**config.mk**
```make
export PLATFORM = sky130hd
export DESIGN_NAME = m6502_step_ctl
export DESIGN_NICKNAME = d
export VERILOG_FILES = /design/src/rtl/m6502_step_ctl_pkg.sv /design/src/rtl/m6502_step_ctl_sync_edge.sv /design/src/rtl/m6502_step_ctl.sv
export SDC_FILE = /design/constraint.sdc
export NUM_CORES = 1
export LEC_CHECK = 0
export CAP_MARGIN = 20
export CORE_UTILIZATION = 40
export DETAILED_ROUTE_END_ITERATION = 10
export GPL_TIMING_DRIVEN = 0
export PLACE_DENSITY = 0.89
export SLEW_MARGIN = 20
export SYNTH_ARGS = -nofsm -noshare
export SYNTH_HDL_FRONTEND = slang
export SYNTH_SLANG_ARGS = --single-unit
```
**constraint.sdc**
```tcl
create_clock -name PHI2 -period 2.4 [get_ports PHI2]
set_input_delay 0.6 -clock PHI2 [delete_from_list [all_inputs] [get_ports PHI2]]
set_output_delay 0.6 -clock PHI2 [all_outputs]
set_load 0.01 [all_outputs]
```
**src/rtl/m6502_step_ctl_pkg.sv**
```systemverilog
// Shared definitions for the 6502 instruction-step / breakpoint run controller.
package m6502_step_ctl_pkg;

  localparam int unsigned CW_DEF = 8;
  localparam int unsigned AW_DEF = 16;

  typedef enum logic [1:0] {
    ST_IDLE = 2'd0,
    ST_RUN  = 2'd1,
    ST_DONE = 2'd2
  } state_t;

endpackage

```
**src/rtl/m6502_step_ctl_sync_edge.sv**
```systemverilog
// Two-flop synchroniser for an active-low button followed by a falling-edge pulse.
module sync_edge (
  input  logic i_clk,
  input  logic i_rst,
  input  logic i_btn_n,
  output logic o_fall
);

  logic r_meta;
  logic r_sync;
  logic r_last;

  // Clearing to 0 looks like a held button, so release after reset never pulses.
  always_ff @(posedge i_clk) begin
    if (i_rst) begin
      r_meta <= 1'b0;
      r_sync <= 1'b0;
      r_last <= 1'b0;
    end else begin
      r_meta <= i_btn_n;
      r_sync <= r_meta;
      r_last <= r_sync;
    end
  end

  assign o_fall = r_last & ~r_sync;

endmodule

```
**src/rtl/m6502_step_ctl.sv**
```systemverilog
// Run controller: lets the 6502 execute STEPS instructions or run to a breakpoint, then parks it.
module m6502_step_ctl
  import m6502_step_ctl_pkg::*;
#(
  parameter int unsigned CW = CW_DEF,
  parameter int unsigned AW = AW_DEF
) (
  input  logic          PHI2,
  input  logic          RESET,
  input  logic          SYNC,
  input  logic          CUR_RDY,
  input  logic [AW-1:0] ADDR,
  input  logic          START_N,
  input  logic          ABORT_N,
  input  logic [CW-1:0] STEPS,
  input  logic          BP_EN,
  input  logic [AW-1:0] BP_ADDR,
  output logic          RDY_REQ,
  output logic          BUSY,
  output logic          DONE,
  output logic          BP_HIT,
  output logic [CW-1:0] REMAIN
);

  localparam logic [CW-1:0] ONE = CW'(1);

  state_t        r_state, w_state_nx;
  logic [CW-1:0] r_remain, w_remain_nx;
  logic          r_bp_hit, w_bp_hit_nx;
  logic          w_start_p;
  logic          w_abort_p;
  logic          w_fetch;
  logic          w_bp;
  logic          w_park;

  sync_edge u_start (
    .i_clk   (PHI2),
    .i_rst   (RESET),
    .i_btn_n (START_N),
    .o_fall  (w_start_p)
  );

  sync_edge u_abort (
    .i_clk   (PHI2),
    .i_rst   (RESET),
    .i_btn_n (ABORT_N),
    .o_fall  (w_abort_p)
  );

  assign w_fetch = SYNC & CUR_RDY;
  assign w_bp    = BP_EN & SYNC & (ADDR == BP_ADDR);
  assign w_park  = SYNC & ((r_remain == '0) | w_bp);

  always_ff @(posedge PHI2) begin
    if (RESET) begin
      r_state  <= ST_IDLE;
      r_remain <= '0;
      r_bp_hit <= 1'b0;
    end else begin
      r_state  <= w_state_nx;
      r_remain <= w_remain_nx;
      r_bp_hit <= w_bp_hit_nx;
    end
  end

  always_comb begin
    w_state_nx  = r_state;
    w_remain_nx = r_remain;
    w_bp_hit_nx = r_bp_hit;
    case (r_state)
      ST_IDLE, ST_DONE: begin
        if (w_abort_p) begin
          w_state_nx = ST_IDLE;
        end else if (w_start_p) begin
          w_remain_nx = STEPS;
          w_bp_hit_nx = 1'b0;
          w_state_nx  = (STEPS != '0) ? ST_RUN : ST_DONE;
        end
      end
      ST_RUN: begin
        // Park check precedes counting, so a breakpoint fetch is never counted.
        if (w_abort_p) begin
          w_state_nx  = ST_IDLE;
          w_remain_nx = '0;
        end else if (w_park) begin
          w_state_nx  = ST_DONE;
          w_bp_hit_nx = w_bp;
        end else if (w_fetch && (r_remain != '0)) begin
          w_remain_nx = r_remain - ONE;
        end
      end
      default: begin
        w_state_nx = ST_IDLE;
      end
    endcase
  end

  assign RDY_REQ = (r_state == ST_RUN) & ~w_park;
  assign BUSY    = (r_state == ST_RUN);
  assign DONE    = (r_state == ST_DONE);
  assign BP_HIT  = r_bp_hit;
  assign REMAIN  = r_remain;

endmodule

```
Word level (Yosys, flattened, before mapping):

Cells that the tools add are included.

* add/sub/neg operators: 1
* equality and inequality tests: 11
* multiplexer cells: 17
* bitwise operators: 11
* reduce and logical (&&, ||, !) cells: 10

Operator list (count)
* $mux 8: 5
* $eq 16x16->1: 1
* $pmux 8 s2: 1
* $reduce_bool 8->1: 2
* $mux 2: 5
* $reduce_and 5->1: 2
* $ne 3x1->1 const B: 3
* $logic_not 8->1: 1
* $sub 8x1->8 const B: 1
* $and 1x1->1: 7
* $mux 1: 4
* $ne 2x1->1 const B: 2
* $ne 2x2->1 const B: 2
* $pmux 2 s2: 1
* $ne 3x2->1 const B: 1
* $not 1->1: 3
* $eq 2x1->1 const B: 1
* $eq 2x2->1 const B: 1
* $logic_not 2->1: 1
* $pmux 1 s2: 1
* $reduce_and 2->1: 1
* $reduce_bool 2->1: 1
* $reduce_or 2->1: 1
* $logic_and 1x1->1: 1
* $or 1x1->1: 1

* register bits: 17
* word-level logic and storage cells: 59

Logic depth before layout (Yosys ltp):

* depth in word-level cells: 7
* gate-level depth with buffers: 7

Modules after synthesis:

Synthesis repeated with hierarchy kept, for this count alone.

* cell total of the unflattened synthesis: 137
* area, all modules: 1149.9 um^2

Modules (own cells, without submodules)
* m6502_step_ctl: instances 1, cells each 123, area each 974.7 um^2
* sync_edge: instances 2, cells each 7, area each 87.6 um^2

Worst setup path after synthesis:

No wires, ideal clock.

* path type: input-to-output
* from: input BP_ADDR[9]
* to: output RDY_REQ
* arrival time: 1573 ps
* data required time: 1800 ps
* setup slack: 227 ps
* stages on the path: 5
* cells stage by stage: xor2_1 > nor4_1 > nand4_2 > o21bai_2 > a21oi_1

* word-level cells in the longest chain between the ends: 6

RTL lines
* from (decl): line m6502_step_ctl.sv:17 `input logic [AW-1:0] BP_ADDR,`
* $eq 16x16->1: line m6502_step_ctl.sv:51 `assign w_bp = BP_EN & SYNC & (ADDR == BP_ADDR);`
* $and 1x1->1: line m6502_step_ctl.sv:51
* $or 1x1->1: line m6502_step_ctl.sv:52 `assign w_park = SYNC & ((r_remain == '0) | w_bp);`
* $and 1x1->1: line m6502_step_ctl.sv:52
* $not 1->1: line m6502_step_ctl.sv:98 `assign RDY_REQ = (r_state == ST_RUN) & ~w_park;`
* $and 1x1->1: line m6502_step_ctl.sv:98
* to (decl): line m6502_step_ctl.sv:18 `output logic RDY_REQ,`

No other way between the ends.

Worst setup path after layout:

* from: register r_remain[3] (netlist: REMAIN[3])
* to: output RDY_REQ

* word-level cells in the longest chain between the ends: 5

RTL lines
* from (decl): line m6502_step_ctl.sv:28 `logic [CW-1:0] r_remain, w_remain_nx;`
* from (signal assigned): line m6502_step_ctl.sv:61 `r_remain <= w_remain_nx;`
* $logic_not 8->1: line m6502_step_ctl.sv:52
* $or 1x1->1: line m6502_step_ctl.sv:52
* $and 1x1->1: line m6502_step_ctl.sv:52
* $not 1->1: line m6502_step_ctl.sv:98
* $and 1x1->1: line m6502_step_ctl.sv:98

No other way between the ends.

==> flow_summary_export.csv <==
group,metric,value,unit
route,postRouteAntennaNets,0,
global_route,gr-total-overflow,0,
route,routed_wl,3290,µm
worst_setup_path,critPathMaxFanout,3,
worst_setup_path,crit_path_start,"REMAIN[3]",
final_layout,multi_input_area,835,µm²
pwr,combPwrFrac,0.347,
pwr,p_int,0.000496,W
yosys,yosysWarnings,0,
pwr,total_power,0.000708,W
worst_setup_path,required,1.80,ns
timing,fmax,403,MHz
pwr,pwr-share-clk,0.221,
final_layout,fillers,230,
route,wire_per_inst,14.3,µm
timing,hold_viol,0,
yosys,synth_nets,181,
route,drt_iter0_markers,40,
timing,finClkSkew,0.000769,ns
worst_setup_path,end_kind,"output port",
clocking,cts_inserted_buffers,3,
yosys,syn_area,1180,µm²
timing,setup_ws,-0.0831,ns
final_layout,mostFrequentLayoutCells,"clkdlybuf4s50_1 (26), dlygate4sd2_1 (26), xor2_1 (15)",
clocking,cts_tree,"yes",
flow_run,maxCapViolCount,0,
timing,slew_headroom,0.712,
global_route,grt_max_degree,11,
timing,final-setup-viol-count,1,
floorplan,start_util,0.425,
clocking,htree_levels,1,
clocking,clk_latency,0.30,ns
yosys,synth_flop_cell,"dfxtp_1",
placement,io_buffers,57,
route,drt_pre_antenna_iters,4,
placement,placed_cell_area,1790,µm²
min_path,hp-start,"u_abort.r_meta",
status,status,"complete, but fails checks",
yosys,avgSynthCellArea,8.95,µm²
clocking,clk_pin_slew,0.10,ns
pwr,ir_drop,448,µV
yosys,synth_cells,132,
global_route,first_global_vias,1304,
final_layout,stdcell_area,1870,µm²
pwr,power.density,378,nW/µm²
timing,fin_crit_sh,1.03,
yosys,yosysSeqAreaShare,0.288,
yosys,async_flop_share,0,
worst_setup_path,path_class,"reg2out",
floorplan,die-area,3170,µm²
floorplan,core_area,2780,µm²
global_route,antenna_found_initial,0,
clocking,clkSinkCount,17,
global_route,grt_pass1_wl,5550,µm
yosys,synth_edf_count,0,
final_layout,antenna_cells,0,
route,via_count,1279,
floorplan,boundaryPins,59,
final_layout,fin_nets,249,
global_route,grt_usage,0.217,
pwr,p_leak,0.716,nW
pwr,p_switching,0.000212,W
final_layout,layout-drive-gt1-share,0.201,
timing,rsz0062_at_grt,"yes",
yosys,yosysUniqueCellTypes,40,
final_layout,area_delta_synth_final,58.5,%
min_path,hold_class,"reg2reg",
floorplan,die_h,56.3,µm
worst_setup_path,cp.arrival,1.88,ns
route,via_per_inst,5.56,
floorplan,die_x,56.3,µm
yosys,ys_seq_elements,17,
clocking,cts_max_path_buffers,2,
pwr,switching_share,0.299,
clocking,clock-root-buffer,"clkbuf_4",
route,drc,0,
placement,globalplace.congestion,0.837,
pwr,seq_power_share,0.431,
floorplan,rows,19,
worst_setup_path,cp-start-kind,"register",
final_layout,regArea,347,µm²
status,violations,"setup timing",
timing,slew_viol_final,0,
timing,worst_slew_pin_slew,0.430,ns
timing,min_period,2.48,ns
worst_setup_path,reg2reg_from,"REMAIN[0]",
final_layout,final_core_util,0.673,
placement,dp_hpwl,2520,µm
metal layers:
| layer | up-vias | part of all wire | track usage |
|---|---|---|---|
| met3 | 5 | 0.12 | 0.0645 |
| met1 | 580 | 0.39 | 0.244 |
| li1 | 620 | - | - |
| met4 | 0 | 0.012 | 0.108 |
| met5 | - | 0 | 0 |
| met2 | 74 | 0.48 | 0.371 |
state kept, by name (all words and copies together), names as in the netlist:
signal and flops:
BP_HIT 1, r_state 2, u_abort.r_sync 1, u_start.r_sync 1
u_start.r_meta 1, u_start.r_last 1, u_abort.r_meta 1, u_abort.r_last 1
REMAIN 8
power by group through the flow:
stage          clock [W]  combinational [W]  sequential [W]
2_1_floorplan          0           0.000114        0.000314
3_3_place_gp           0           0.000228        0.000312
3_5_place_dp           0           0.000233        0.000313
4_1_cts         0.000159           0.000243        0.000305
5_1_grt         0.000172           0.000264        0.000306
6_report        0.000157           0.000246        0.000305
cell usage after synthesis (2+ instances only):
cell / instances / share of area
dfxtp_1: 17 / 0.29
xor2_1: 15 / 0.11
nor2b_1: 9 / 0.048
o21ai_0: 9 / 0.038
a21oi_1: 8 / 0.034
nand2_1: 8 / 0.025
nor3_1: 6 / 0.025
nor4_1: 6 / 0.032
a221oi_2: 5 / 0.064
inv_1: 5 / 0.016
xnor2_1: 4 / 0.030
nand3_1: 3 / 0.013
nor2_1: 3 / 0.0095
o21ai_1: 3 / 0.013
o32ai_1: 3 / 0.022
clkbuf_1: 2 / 0.0064
ha_1: 2 / 0.021
nand2b_1: 2 / 0.011
cells by family after synthesis:
logic type               after synthesis  share of synthesized area
flip-flops                            17                      0.288
AO/OA/AOI/OAI                         36                      0.244
buffers and inverters                 10                     0.0392
AND/OR/NAND/NOR                       48                      0.267
adder cells (fa/ha/maj)                2                     0.0212
XOR/XNOR                              19                      0.141
layout make-up:
type	count	area share
sequential	17	0.185
clock buffer	3	0.0120
inverter	6	0.0120
clock inverter	1	0.00267
buffer	4	0.0127
tap	31	0.0207
timing repair buffer	63	0.309
multi-input combinational	105	0.446
timing repair:
action	4_1_cts	5_1_grt
pin swaps	22	0
gates resized for setup	49	0
endpoints found under the setup margin	1	1
setup buffers	6	0
hold buffers	0	0
per-stage QoR:
| stage | cells | hold slack (ns) | setup TNS, ns | setup WS [ns] |
|---|---|---|---|---|
| 3_3_place_gp | 220 | 0.419 | -0.828 | -0.810 |
| 4_1_cts | 230 | 0.458 | -0.0789 | -0.0789 |
| 3_5_place_dp | 220 | 0.432 | -1.10 | -0.844 |
| 6_report | 230 | 0.454 | -0.0831 | -0.0831 |
| 2_1_floorplan | 132 | 0.414 | 0 | 0.227 |
| 5_1_grt | 230 | 0.472 | -0.167 | -0.167 |
worst paths after layout:
kind / endpoint / slack [ns] / depth (start not counted)
worst min-delay path: u_abort.r_sync / 0.45 / 1
worst max register to register: REMAIN[6] / 0.52 / 7
worst min register to register: u_abort.r_sync / 0.45 / 1
worst max-delay path: RDY_REQ / -0.08 / 5
critical path: stages, from the launching register on:
cell      delay [ns]
dfxtp_4         0.35
or4_4           0.54
nor4b_4         0.28
o21bai_4        0.19
a21oi_2         0.08
buf_2           0.15
Power figures use the tool's default switching activity.
